[src/rtl/halt_pipe_ctrl_pkg.sv]
// Shared types for the halt/sideband tracker: FSM state encoding and the
// default stage-entry layout that halt_pipe_stage registers.
package halt_pipe_ctrl_pkg;

  typedef enum logic [1:0] {
    ST_RUN    = 2'd0,
    ST_DRAIN  = 2'd1,
    ST_HALTED = 2'd2
  } state_t;

  localparam int FLAG_W_DEF = 2;

  typedef struct packed {
    logic                  valid;
    logic                  halt;
    logic [FLAG_W_DEF-1:0] flags;
  } stage_t;

  localparam stage_t BUBBLE = '0;

endpackage

[src/rtl/halt_pipe_stage.sv]
// One pipeline slot of the halt tracker: flush loads a bubble, stall holds,
// otherwise the slot captures its predecessor. Entry layout is a type parameter.
module halt_pipe_stage
  import halt_pipe_ctrl_pkg::*;
#(
  parameter type entry_t = stage_t
) (
  input  logic   clk,
  input  logic   rst_n,
  input  entry_t d,
  input  logic   hold,
  input  logic   kill,
  output entry_t q
);

  // Stage register: kill beats hold so a flush still clears a stalled slot.
  always_ff @(posedge clk or negedge rst_n) begin
    if (!rst_n) begin
      q <= '0;
    end else if (kill) begin
      q <= '0;
    end else if (hold) begin
      q <= q;
    end else begin
      q <= d;
    end
  end

endmodule

[src/rtl/halt_pipe_ctrl.sv]
// Halt/sideband-flag tracker running beside the ID/EX..MEM/WB registers with a
// RUN/DRAIN/HALTED controller. Optional macro HALT_RESUME_EN adds a resume input.
module halt_pipe_ctrl
  import halt_pipe_ctrl_pkg::*;
#(
  parameter int STAGES      = 3,
  parameter int FLAG_W      = 2,
  parameter int FLUSH_DEPTH = 1,
  parameter int CNT_W       = 4
) (
  input  logic              clk,
  input  logic              rst_n,
  input  logic              valid_in,
  input  logic              hlt_found,
  input  logic [FLAG_W-1:0] flag_in,
  input  logic              stall,
  input  logic              flush,
`ifdef HALT_RESUME_EN
  input  logic              resume,
`endif
  output logic              hlt,
  output logic              last_instr_was_halt,
  output logic              halt_pending,
  output logic [FLAG_W-1:0] flags_out,
  output logic              fetch_stop,
  output logic [1:0]        state,
  output logic [CNT_W-1:0]  drain_cycles
);

  typedef struct packed {
    logic              valid;
    logic              halt;
    logic [FLAG_W-1:0] flags;
  } entry_t;

  localparam logic [CNT_W-1:0] CNT_ONE = CNT_W'(1);
  localparam logic [CNT_W-1:0] CNT_MAX = '1;

  state_t            state_r;
  state_t            state_nxt;
  logic [CNT_W-1:0]  drain_r;
  logic              resume_hit;
  entry_t            head_s;
  entry_t            stg_d [STAGES];
  entry_t            stg_q [STAGES];
  logic [STAGES-1:0] stg_hold;
  logic [STAGES-1:0] stg_kill;
  logic [STAGES-1:0] cur_vh;
  logic [STAGES-1:0] nxt_vh;

`ifdef HALT_RESUME_EN
  assign resume_hit = resume && (state_r == ST_HALTED);
`else
  assign resume_hit = 1'b0;
`endif

  // Decode only feeds the pipe while running; otherwise bubbles drain through.
  always_comb begin
    head_s = '0;
    if (state_r == ST_RUN) begin
      head_s.valid = valid_in;
      head_s.halt  = hlt_found & valid_in;
      head_s.flags = flag_in;
    end else begin
      head_s = '0;
    end
  end

  for (genvar i = 0; i < STAGES; i++) begin : g_stage
    if (i == 0) begin : g_head
      assign stg_d[i] = head_s;
    end else begin : g_body
      // A flushed instruction is squashed, so it must not leak into stage i.
      assign stg_d[i] = (flush && (i <= FLUSH_DEPTH)) ? '0 : stg_q[i-1];
    end

    assign stg_kill[i] = (flush && (i < FLUSH_DEPTH)) || ((i == STAGES - 1) && resume_hit);
    assign stg_hold[i] = stall || ((i == STAGES - 1) && stg_q[i].valid && stg_q[i].halt);
    assign cur_vh[i]   = stg_q[i].valid & stg_q[i].halt;
    assign nxt_vh[i]   = stg_kill[i] ? 1'b0 :
                         stg_hold[i] ? cur_vh[i] : (stg_d[i].valid & stg_d[i].halt);

    halt_pipe_stage #(.entry_t(entry_t)) u_stage (
      .clk  (clk),
      .rst_n(rst_n),
      .d    (stg_d[i]),
      .hold (stg_hold[i]),
      .kill (stg_kill[i]),
      .q    (stg_q[i])
    );
  end

  // FSM state register.
  always_ff @(posedge clk or negedge rst_n) begin
    if (!rst_n) begin
      state_r <= ST_RUN;
    end else begin
      state_r <= state_nxt;
    end
  end

  // FSM next state, judged on where the in-flight halt will sit after this edge.
  always_comb begin
    state_nxt = state_r;
    case (state_r)
      ST_RUN: begin
        if (valid_in && hlt_found && !stall && !flush) state_nxt = ST_DRAIN;
        else                                           state_nxt = ST_RUN;
      end
      ST_DRAIN: begin
        if (nxt_vh[STAGES-1])       state_nxt = ST_HALTED;
        else if (nxt_vh == '0)      state_nxt = ST_RUN;
        else                        state_nxt = ST_DRAIN;
      end
      ST_HALTED: begin
        if (resume_hit) state_nxt = ST_RUN;
        else            state_nxt = ST_HALTED;
      end
      default: state_nxt = ST_RUN;
    endcase
  end

  // FSM outputs.
  always_comb begin
    fetch_stop = 1'b0;
    if (state_r != ST_RUN) fetch_stop = 1'b1;
    else                   fetch_stop = 1'b0;
  end

  // Drain-cycle counter: restarts on entering DRAIN, saturates rather than wraps.
  always_ff @(posedge clk or negedge rst_n) begin
    if (!rst_n) begin
      drain_r <= '0;
    end else if ((state_r == ST_RUN) && (state_nxt == ST_DRAIN)) begin
      drain_r <= '0;
    end else if (state_r == ST_DRAIN) begin
      if (drain_r != CNT_MAX) drain_r <= drain_r + CNT_ONE;
      else                    drain_r <= drain_r;
    end else if (resume_hit) begin
      drain_r <= '0;
    end else begin
      drain_r <= drain_r;
    end
  end

  assign hlt                 = cur_vh[STAGES-1];
  assign last_instr_was_halt = cur_vh[0];
  assign halt_pending        = |cur_vh;
  assign flags_out           = stg_q[STAGES-1].valid ? stg_q[STAGES-1].flags : '0;
  assign state               = state_r;
  assign drain_cycles        = drain_r;

endmodule
[config.mk]
export PLATFORM = sky130hd
export DESIGN_NAME = halt_pipe_ctrl
export DESIGN_NICKNAME = d
export VERILOG_FILES = /design/src/rtl/halt_pipe_ctrl_pkg.sv /design/src/rtl/halt_pipe_stage.sv /design/src/rtl/halt_pipe_ctrl.sv
export SDC_FILE = /design/constraint.sdc
export NUM_CORES = 1
export LEC_CHECK = 0
export CAP_MARGIN = 20
export CORE_MARGIN = 8
export CORE_UTILIZATION = 50
export DETAILED_ROUTE_END_ITERATION = 12
export PLACE_DENSITY_LB_ADDON = 0.08
export SLEW_MARGIN = 20
export SYNTH_ARGS = -nofsm -noshare
export SYNTH_HDL_FRONTEND = slang
export SYNTH_SLANG_ARGS = --single-unit
[constraint.sdc]
create_clock -name clk -period 4.2 [get_ports clk]
set_clock_uncertainty 0.2 [all_clocks]
set_input_delay 0.84 -clock clk [delete_from_list [all_inputs] [get_ports clk]]
set_output_delay 0.84 -clock clk [all_outputs]
set_load 0.03 [all_outputs]
[Word level (Yosys, flattened, before mapping)]
Index checks and enable logic that the tools add are counted.
Operators by class
  $add $sub $neg: 1
  equality and inequality tests: 5
  mux-type cells: 17
  bitwise operators: 6
  reduce and logical (&&, ||, !) cells: 15
Operators with widths (number)
  $mux 4: 7
  $mux 1: 7
  $and 1x1->1: 6
  $pmux 2 s3: 1
  $reduce_bool 2->1: 3
  $logic_and 1x1->1: 5
  $add 4x1->4 const B: 1
  $eq 2x1->1 const B: 2
  $mux 2: 2
  $ne 4x4->1 const B: 1
  $logic_not 3->1: 1
  $reduce_or 3->1: 1
  $eq 2x2->1 const B: 1
  $logic_not 1->1: 2
  $logic_not 2->1: 1
  $ne 2x1->1 const B: 1
  $reduce_and 2->1: 1
  $logic_or 1x1->1: 1
Storage, ports and cells
  register bits: 18
  input port bits: 8
  output and inout port bits: 12
  logic and storage cells: 55

[Depth between registers and ports, before layout]
Gate-level depths: netlist (run 1).
  word-level depth: 13
  mapped depth: 4
  mapped depth without buffers: 4

[Cells and area by module]
From an unflattened synthesis (run 1), not the netlist that was laid out.
Unflattened totals
  cells, all modules: 92
  area, all modules: 942.2 um2
By module, submodules not included
  halt_pipe_stage: times used 3, cells an instance 13, area an instance 160.2 um2, sequential area each 100.1 um2
  halt_pipe_ctrl: times used 1, cells an instance 53, area an instance 461.7 um2, sequential area each 150.1 um2

[Worst setup path before layout (run 1)]
No wires, ideal clock.
  kind: flip-flop to output port
  start: reg state_r[0], in the netlist state[0]
  end: out fetch_stop
  arrival time: 969 ps
  path slack: 2191 ps
  cell stages (with the launch flop): 2
  buffers on the path: 0
  cell sequence: dfrtp_1 or2_1
On the way
  word-level cells in the longest chain between the ends: 2
Ends and longest elaborated chain
  start, declared: line halt_pipe_ctrl.sv:39  | state_t state_r;
  start signal, assigned: line halt_pipe_ctrl.sv:98  | state_r <= state_nxt;
  $reduce_bool 2->1: line halt_pipe_ctrl.sv:126  | if (state_r != ST_RUN) fetch_stop = 1'b1;
  $mux 1: line halt_pipe_ctrl.sv:126
  end, declared: line halt_pipe_ctrl.sv:25  | output logic fetch_stop,
No other way between the ends.

[Final worst setup path (run 1)]
Ends and elaborated chain as after synthesis.

==> reports/summary.md, run 1 <==
Status
- finished, final reports clean — run status

Clock tree
- clkbuf_4 — clock tree root buffer cell
- 2 — Max Buffers Root-to-Sink
- 0 — number of gates resized after CTS
- 3 — Num CTS Buffers
- 0.27 ns — Skew-Pair Late Insertion Delay
- 0 — number of post-CTS setup repair buffers
- 0.09 ns — Clk pin slew, worst setup/hold paths
- 0 — cts hold-fix bufs
- yes — CTS tree
- 1 — depth of the CTS H-tree
- 18 — clock sink count

Synthesis
- 0.532 — sequential area share after synthesis
- 0.155 — compound-gate portion of the synthesized area
- dfrtp_1 — library cell with the largest summed area after synthesis
- dfrtp_1 (18), a21oi_1 (7), o21ai_0 (6), nor2_1 (5) — top cells by instance count after synthesis
- 89 — syn nets
- 1.00 — share of synthesized flip-flops with an asynchronous set or reset
- 0 — xor/xnor cell area share of the yosys netlist
- 0.230 — Synth Area in Simple Gates
- 0 — warning count from the yosys run
- 847 µm² — post-synth design cell area
- 29 — distinct cell type count after synthesis
- 0 — number of synthesized flops with an enable pin
- simple AND/OR/NAND/NOR gates — combinational family with the most area after synthesis
- 18 — FF+latch count, synth
- 0.0148 — adder-cell share of the synthesized area
- dfrtp_1 — most frequent cell after synthesis
- dfrtp_1 — Main synth FF type
- 0.532 — area share of the leading cell type in the synthesized netlist
- 80 — cells after synthesis
- dfrtp_1 (53%), a21oi_1 (4.1%), mux2_2 (4.0%) — main area contributors after synthesis
- 0.0399 — multiplexer share of the synthesized area
- 10.6 µm² — Synth Area per Inst

Setup path
- buffers and inverters — gate family responsible for the most delay along the worst path
- 3.16 ns — required time of the worst setup path
- 1.67 ns — Worst EP arrival
- 2.55 ns — register-to-register setup slack
- 10 — maximum fanout count along the critical path
- 1 — Crit path buffers/inverters
- flop — type of origin of the critical path
- or2_1 > clkdlybuf4s50_1 — cells along the critical path
- 0.68 ns — Crit path largest cell delay
- reg -> out — Worst Setup Path Type
- clkdlybuf4s50_1 — slowest library cell on the worst path
- 4 — length in cells of the worst reg-to-reg path
- output pin — Critical Path End Type
- drain_cycles[0]$_DFFE_PN0P_ — origin of the critical flop-to-flop path
- drain_cycles[0]$_DFFE_PN0P_ — endpoint of the lowest-slack register-to-register path

Timing
- 0 — Final Hold Vio Count
- 0.480 — worst relative slew slack
- 2.71 ns — shortest period the worst path allows
- 368 MHz — fmax
- 0.300 ns — worst hold slack after final layout
- 0 — total count of max-transition violations in the final report
- false — setup repair after global routing missed its margin
- 0.777 ns — pin slew with the least headroom to its limit
- 0 ns — setup_tns
- 0.646 — Final Cycle Share
- 0 — Final Setup Violations

Hold path
- g_stage[1].u_stage.q[1]$_DFFE_PN0N_ — hold endpoint
- 1 — number of cells on the worst hold path
- reg -> reg — worst min path class
- g_stage[0].u_stage.q[1]$_DFFE_PN0P_ — min-delay src

Floorplanning
- 1650 µm² — area of the core
- 0.513 — Starting Density
- 3270 µm² — Die Area
- 20 — boundary pin count
- 57.2 µm — DIE WIDTH
- 15 — placement row count
- 57.2 µm — die height

Global route
- 20 — pin count of the biggest net entering global routing
- 620 — via count of the first global-routing pass
- 0 — global route overflow
- 0.107 — all-layer global routing usage
- 0 — antenna violations before repair
- 2.86 mm — first-pass GRT wire length

Detailed routing
- 12 — initial drt markers
- 1.73 mm — wirelength, routed
- 0 — final antenna-violating net count
- 673 — total via count in the routed design
- 4 — first-pass iteration count of the detailed router
- 0 — detailed-route DRC error count
- 5.75 — average via count per standard cell
- 14.8 µm — Avg WL per Cell

Placed design
- 1.30 mm — sum of net half-perimeters after detailed placement
- 19 — IO buf count
- 0.781 — placer congestion estimate

Power and ir drop
- 0.512 nW — Static Leakage
- 351 nW/µm² — power density over the cells
- 0.000376 W — final total power
- 0.278 mV — IR drop worst, VDD

Run
- 0 — number of max-capacitance violations reported

Finish
- 26.6% — Area growth syn-to-layout
- 0 — Antenna Diode Count
- 111 — nets
- 0.0800 — proportion of layout cells with a drive suffix above 1
- 154 — number of fill cells

==> worst register-to-register path, cell delays in order, from the launching register on <==
cell,delay [ns]
dfrtp_1,0.44
ha_1,0.27
and3_1,0.19
or3_1,0.31
a21oi_1,0.18
==> layer usage <==
metal | up-vias | wire length (µm) | GRT usage
li1 | 339 | - | -
met1 | 315 | 844 | 0.154
met2 | 17 | 748 | 0.143
met3 | 2 | 119 | 0.0399
met4 | 0 | 14 | 0.0302
met5 | - | 0 | 0
==> report_power, final <==
group / switching, W / internal (W) / leakage, nW
Sequential: 0.0000189 / 0.000189 / 0.244
Combinational: 0.0000490 / 0.0000406 / 0.254
Clock: 0.0000456 / 0.0000332 / 0.0138
==> flip-flops by register name, summed over array words and instances (netlist names) <==
| name | flops |
|---|---|
| g_stage.u_stage.q | 12 |
| drain_cycles | 4 |
| state | 2 |
==> cells by family (layout without fill, tap and decap cells) <==
logic type | Yosys count | count (layout)
AO/OA/AOI/OAI | 21 | 21
multiplexers | 3 | 3
flip-flops | 18 | 18
adder cells (fa/ha/maj) | 1 | 1
AND/OR/NAND/NOR | 31 | 31
buffers and inverters | 6 | 26
==> cell type report <==
| class | count | area [µm²] | area share |
|---|---|---|---|
| inverter | 4 | 15.0 | 0.0140 |
| tap | 17 | 21.3 | 0.0198 |
| clock buffer | 3 | 22.5 | 0.0210 |
| timing repair buffer | 19 | 190 | 0.177 |
| sequential | 18 | 450 | 0.420 |
| multi-input combinational | 56 | 373 | 0.348 |
==> worst max path at each step <==
stage	depth (start not counted)	endpoint	slack, ns	from
2_1_floorplan	1	fetch_stop	2.19	state[0]$_DFF_PN0_
3_5_place_dp	4	drain_cycles[3]$_DFFE_PN0P_	1.58	stall
4_1_cts	2	fetch_stop	1.47	state[0]$_DFF_PN0_
5_1_grt	2	fetch_stop	1.39	state[0]$_DFF_PN0_
6_report	2	fetch_stop	1.49	state[0]$_DFF_PN0_
3_3_place_gp	4	drain_cycles[3]$_DFFE_PN0P_	1.59	stall
==> cell usage in the layout, fill, tap and decap left out, types with 2 or more instances in the layout <==
cell type         n
nor4b_1           3
and3_1            2
dfrtp_1          18
nor2_1            5
a22o_1            3
and2_1            2
o21ai_0           6
a21o_1            2
mux2_2            3
and4b_1           2
nand2_1           3
nor3_1            2
a21oi_1           7
inv_1             4
clkbuf_4          3
clkdlybuf4s50_1  19
nand3_1           4
==> stage by stage <==
stage | util | cells | setup slack, ns | cell area (µm²)
2_1_floorplan | - | 80 | 2.19 | 847
3_3_place_gp | 0.636 | 114 | 1.59 | 1050
3_5_place_dp | 0.636 | 114 | 1.58 | 1050
4_1_cts | 0.649 | 117 | 1.47 | 1070
5_1_grt | 0.649 | 117 | 1.39 | 1070
6_report | 0.649 | 117 | 1.49 | 1070
No activity file was read; power rests on OpenSTA's default activity.
==> run 2: changes to the inputs <==
- CORE_UTILIZATION: 50 -> 43
- clock period: 4.2 -> 2.3 ns (I/O delays scaled with it)
==> run 2 against run 1 <==
Net effect:
- sequential power is 82% higher
- total power is 96% higher
- first-iteration DRC count is 25% lower
- sequential share of layout area is 2.0 points lower
- sequential cell count stayed put
==> reports/summary.md, run 2 (same netlist as run 1, synthesis figures left out) <==
Status
- finished, final reports clean — run status

Floorplanning
- 0.445 — Starting Density
- 3650 µm² — Die Area
- 20 — boundary pin count
- 1900 µm² — area of the core
- 60.4 µm — DIE WIDTH
- 60.4 µm — die height
- 16 — placement row count

Timing
- 0.952 — Final Cycle Share
- 0.786 — worst relative slew slack
- 0 — Final Hold Vio Count
- 2.19 ns — shortest period the worst path allows
- 0 ns — setup_tns
- false — setup repair after global routing missed its margin
- 0.317 ns — pin slew with the least headroom to its limit
- 0.109 ns — fin worst setup slack
- 457 MHz — fmax
- 0 — Final Setup Violations
- 0 — total count of max-transition violations in the final report

Clock tree
- 2 — Max Buffers Root-to-Sink
- yes — CTS tree
- 18 — clock sink count
- 0.10 ns — Clk pin slew, worst setup/hold paths
- 0.29 ns — Skew-Pair Late Insertion Delay
- 1 — depth of the CTS H-tree
- clkbuf_4 — clock tree root buffer cell
- 3 — Num CTS Buffers
- 0 — number of post-CTS setup repair buffers

Setup path
- 4 — length in cells of the worst reg-to-reg path
- drain_cycles[1]$_DFFE_PN0P_ — origin of the critical flop-to-flop path
- 6 — maximum fanout count along the critical path
- output pin — Critical Path End Type
- reg -> out — Worst Setup Path Type
- flop — type of origin of the critical path
- g_stage[2].u_stage.q[3]$_DFFE_PN0N_ — startpoint of the most critical setup path
- 1.53 ns — Worst EP arrival
- flags_out[1] — Critical Path Sink
- drain_cycles[0]$_DFFE_PN0P_ — endpoint of the lowest-slack register-to-register path
- 0.68 ns — register-to-register setup slack
- 1.64 ns — required time of the worst setup path

Placed design
- 0.710 — placer congestion estimate
- 19 — IO buf count
- 0.306 ns — worst setup timing slack at the placement stage
- 1.44 mm — sum of net half-perimeters after detailed placement

Global route
- 19 — pin count of the biggest net entering global routing
- 0 — global route overflow
- 0.118 — all-layer global routing usage
- 0 — antenna violations before repair
- 3.23 mm — first-pass GRT wire length
- 696 — via count of the first global-routing pass

Detailed routing
- 14.1 µm — Avg WL per Cell
- 9 — initial drt markers
- 4 — first-pass iteration count of the detailed router
- 5.27 — average via count per standard cell
- 690 — total via count in the routed design
- 0 — detailed-route DRC error count
- 1.84 mm — wirelength, routed
- 0 — final antenna-violating net count

Finish
- 114 — nets
- 373 µm² — footprint of the multi-input gates
- dfrtp_1 — most common cell after layout, fill and taps aside
- 0.115 — proportion of layout cells with a drive suffix above 1
- dfrtp_1 (18), clkdlybuf4s50_1 (16), a21oi_1 (7), o21ai_0 (6), nor2_1 (5) — most used cells in the layout excluding fill and tap cells
- 32.8% — Area growth syn-to-layout
- 0 — Antenna Diode Count
- 450 µm² — FF/Latch Area
- 12 — number of flip-flops under the largest register name
- 170 — number of fill cells
- g_stage.u_stage.q — Largest Register

Power and ir drop
- 0.458 mV — IR drop worst, VDD
- 0.000518 W — internal power component
- 0.575 nW — Static Leakage
- 0.514 — share of total power in sequential cells
- 656 nW/µm² — power density over the cells
- 0.226 — combinational power share
- 0.260 — portion of total power attributed to the clock network
- 0.000220 W — power spent charging and discharging nets
- 0.298 — Net Sw Frac

Hold path
- in -> async — worst min path class

Run
- 0 — number of max-capacitance violations reported

[run 2: how the worst min path moves through the flow]
stage,start,end,slack [ns],depth (start not counted)
global route,rst_n,g_stage[1].u_stage.q[3]$_DFFE_PN0N_,0.30,2
global placement,g_stage[0].u_stage.q[0]$_DFFE_PN0P_,g_stage[1].u_stage.q[0]$_DFFE_PN0N_,0.28,1
floorplan,rst_n,drain_cycles[0]$_DFFE_PN0P_,-0.04,0
detailed placement,g_stage[0].u_stage.q[0]$_DFFE_PN0P_,g_stage[1].u_stage.q[0]$_DFFE_PN0N_,0.28,1
finish,rst_n,g_stage[2].u_stage.q[3]$_DFFE_PN0N_,0.29,2
CTS,rst_n,g_stage[2].u_stage.q[3]$_DFFE_PN0N_,0.28,2
[run 2: final cells by class]
class / instances / share of cell area
Tap cell: 27 / 0.0300
Clock buffer: 4 / 0.0323
Inverter: 4 / 0.0133
Timing Repair Buffer: 22 / 0.192
Multi-Input combinational cell: 56 / 0.331
Sequential cell: 18 / 0.400
[run 2: worst max-delay path: stages (launching register included)]
cell and delay (ns):
dfrtp_1 0.43, and2_1 0.15, clkdlybuf4s50_1 0.66
[run 2: metrics by stage]
step            util  power, W  instance area [µm²]  hold slack, ns  instances
6_report       0.591  0.000737                 1120           0.290        131
2_1_floorplan      -  0.000471                  847         -0.0356         80
4_1_cts        0.589  0.000750                 1120           0.284        131
5_1_grt        0.591  0.000786                 1120           0.303        131
3_5_place_dp   0.570  0.000555                 1080           0.283        127
3_3_place_gp   0.570  0.000554                 1080           0.281        127
[run 2: power groups by stage]
stage               clock, W  combinational (W)  sequential (W)
detailed placement         0           0.000170        0.000385
finish              0.000191           0.000167        0.000379
floorplan                  0          0.0000553        0.000415
global route        0.000218           0.000184        0.000384
CTS                 0.000201           0.000170        0.000379
global placement           0           0.000169        0.000385
[run 2: timing repair]
action / 4_1_cts / 5_1_grt
hold endpoints to repair: 0 / 0
gates cloned: 0 / 0
setup endpoints to repair: 1 / 2
hold buffers: 0 / 0
pin swaps: 0 / 0
gates resized for setup: 1 / 2
[run 2: routing by layer]
layer  GRT usage  wire [µm]
met4      0.0510          0
met1       0.143        837
met3      0.0254         61
met5           0          0
met2       0.195        943
==> run 3: changes to the inputs <==
- CORE_ASPECT_RATIO: not set -> 1.1
==> run 3 against run 2 <==
Net effect:
- clock power grew 2%
- critical path type unchanged
- non-clock buffer count shrank 1
- largest power group unchanged
- register-to-register slack gained 0.04 ns
- cell area shrank 0.56%
- sequential power is essentially flat
- core utilization shrank 1.4 points
- highest routed layer is now met4
==> reports/summary.md, run 3 (same netlist as run 1, synthesis figures left out) <==
Floorplanning
- 20 — boundary pin count
- 17 — placement row count
- 3650 µm² — Die Area
- 62.6 µm — die height
- 1940 µm² — area of the core
- 58.3 µm — DIE WIDTH
- 0.438 — Starting Density

Placed design
- 0.764 — placer congestion estimate
- 1080 µm² — placed cell area
- 1.45 mm — sum of net half-perimeters after detailed placement
- 19 — IO buf count

Timing
- 0 ns — setup_tns
- 0.397 ns — pin slew with the least headroom to its limit
- 0.731 — worst relative slew slack
- false — setup repair after global routing missed its margin
- 0 — Final Hold Vio Count
- 452 MHz — fmax
- 0 — Final Setup Violations
- 0.962 — Final Cycle Share
- 2.21 ns — shortest period the worst path allows
- 0 — total count of max-transition violations in the final report

Setup path
- buffers and inverters — gate family responsible for the most delay along the worst path
- 10 — maximum fanout count along the critical path
- reg -> out — Worst Setup Path Type
- 1.64 ns — required time of the worst setup path
- 1 — Crit path buffers/inverters
- 0.72 ns — register-to-register setup slack
- 1.55 ns — Worst EP arrival
- 0.74 ns — Crit path largest cell delay
- clkdlybuf4s50_1 — slowest library cell on the worst path
- clkdlybuf4s50_1 — cells along the critical path
- output pin — Critical Path End Type
- flop — type of origin of the critical path

Finish
- g_stage.u_stage.q — Largest Register
- 113 — nets
- 176 — number of fill cells
- dfrtp_1 — most common cell after layout, fill and taps aside
- 0.107 — proportion of layout cells with a drive suffix above 1
- 32.1% — Area growth syn-to-layout
- 0 — Antenna Diode Count
- 12 — number of flip-flops under the largest register name
- 0.578 — Final Core Density
- 1120 µm² — post-route cell area
- dfrtp_1 (18), clkdlybuf4s50_1 (16), a21oi_1 (7), o21ai_0 (6), nor2_1 (5) — most used cells in the layout excluding fill and tap cells

Detailed routing
- 8 — initial drt markers
- 0 — final antenna-violating net count
- 0 — detailed-route DRC error count
- 1.85 mm — wirelength, routed
- 4 — first-pass iteration count of the detailed router
- 673 — total via count in the routed design
- 14.2 µm — Avg WL per Cell
- 5.14 — average via count per standard cell

Status
- finished, final reports clean — run status

Power and ir drop
- 659 nW/µm² — power density over the cells
- 0.357 mV — IR drop worst, VDD
- 0.570 nW — Static Leakage

Clock tree
- 0 — cts hold-fix bufs
- 3 — Num CTS Buffers
- 2 — Max Buffers Root-to-Sink
- 18 — clock sink count
- 0.29 ns — Skew-Pair Late Insertion Delay
- clkbuf_4 — clock tree root buffer cell
- 1 — depth of the CTS H-tree
- 0.11 ns — Clk pin slew, worst setup/hold paths
- yes — CTS tree

Run
- 0 — number of max-capacitance violations reported

Hold path
- in -> async — worst min path class

Global route
- 19 — pin count of the biggest net entering global routing
- 0 — global route overflow
- 0.110 — all-layer global routing usage
- 743 — via count of the first global-routing pass
- 3.22 mm — first-pass GRT wire length
- 0 — antenna violations before repair

==> run 3: cell count changes in the layout (fill, tap and decap cells not counted) <==
cell | previous run | this run
buf_4 | 3 | 2
==> run 3: what timing repair did <==
| action | CTS | global route |
|---|---|---|
| endpoints found under the setup margin | 1 | 2 |
| cloned | 0 | 0 |
| pin swaps | 0 | 0 |
| hold endpoints to repair | 0 | 0 |
| gates resized for setup | 1 | 2 |
| setup buffers | 0 | 0 |
==> run 3: final cells by class <==
class / instances / area [µm²] / share of cell area
multi-input cells: 56 / 373 / 0.333
well taps: 28 / 35.0 / 0.0313
repair buffers: 21 / 209 / 0.187
flip-flops and latches: 18 / 450 / 0.403
clock buffers: 4 / 36.3 / 0.0324
inverters: 4 / 15.0 / 0.0134
==> run 3: through the flow <==
stage	total power [W]	setup WS, ns	cells	hold WS [ns]
after floorplan	0.000471	0.660	80	-0.0356
after global placement	0.000550	0.271	127	0.273
after detailed placement	0.000552	0.225	127	0.289
after CTS	0.000745	0.0452	131	0.289
after global routing	0.000776	0.0132	131	0.311
final	0.000738	0.0863	131	0.287
==> run 3: worst paths after layout <==
check / to / cells past startpoint / from
worst max-delay path: state[0] / 1 / state[0]$_DFF_PN0_
worst min-delay path: drain_cycles[1]$_DFFE_PN0P_ / 2 / rst_n
worst max register to register: drain_cycles[0]$_DFFE_PN0P_ / 4 / drain_cycles[1]$_DFFE_PN0P_
worst min register to register: g_stage[2].u_stage.q[1]$_DFFE_PN0N_ / 1 / g_stage[2].u_stage.q[1]$_DFFE_PN0N_
max in group asynchronous: g_stage[1].u_stage.q[3]$_DFFE_PN0N_ / 2 / rst_n
min in group clk: g_stage[2].u_stage.q[1]$_DFFE_PN0N_ / 1 / g_stage[2].u_stage.q[1]$_DFFE_PN0N_
==> run 3: layer usage <==
metal / up-vias / global-route usage / share of wire
li1: 337 / - / -
met1: 322 / 0.119 / 0.44
met2: 12 / 0.193 / 0.52
met3: 2 / 0.0267 / 0.031
met4: 0 / 0.0460 / 0.0086
met5: - / 0 / 0
==> run 3: power breakdown <==
part / leakage [nW] / internal [W] / switching (W)
sequential: 0.244 / 0.000345 / 0.0000334
clock: 0.0210 / 0.0000963 / 0.0000984
combinational: 0.305 / 0.0000754 / 0.0000890
total: 0.570 / 0.000517 / 0.000221
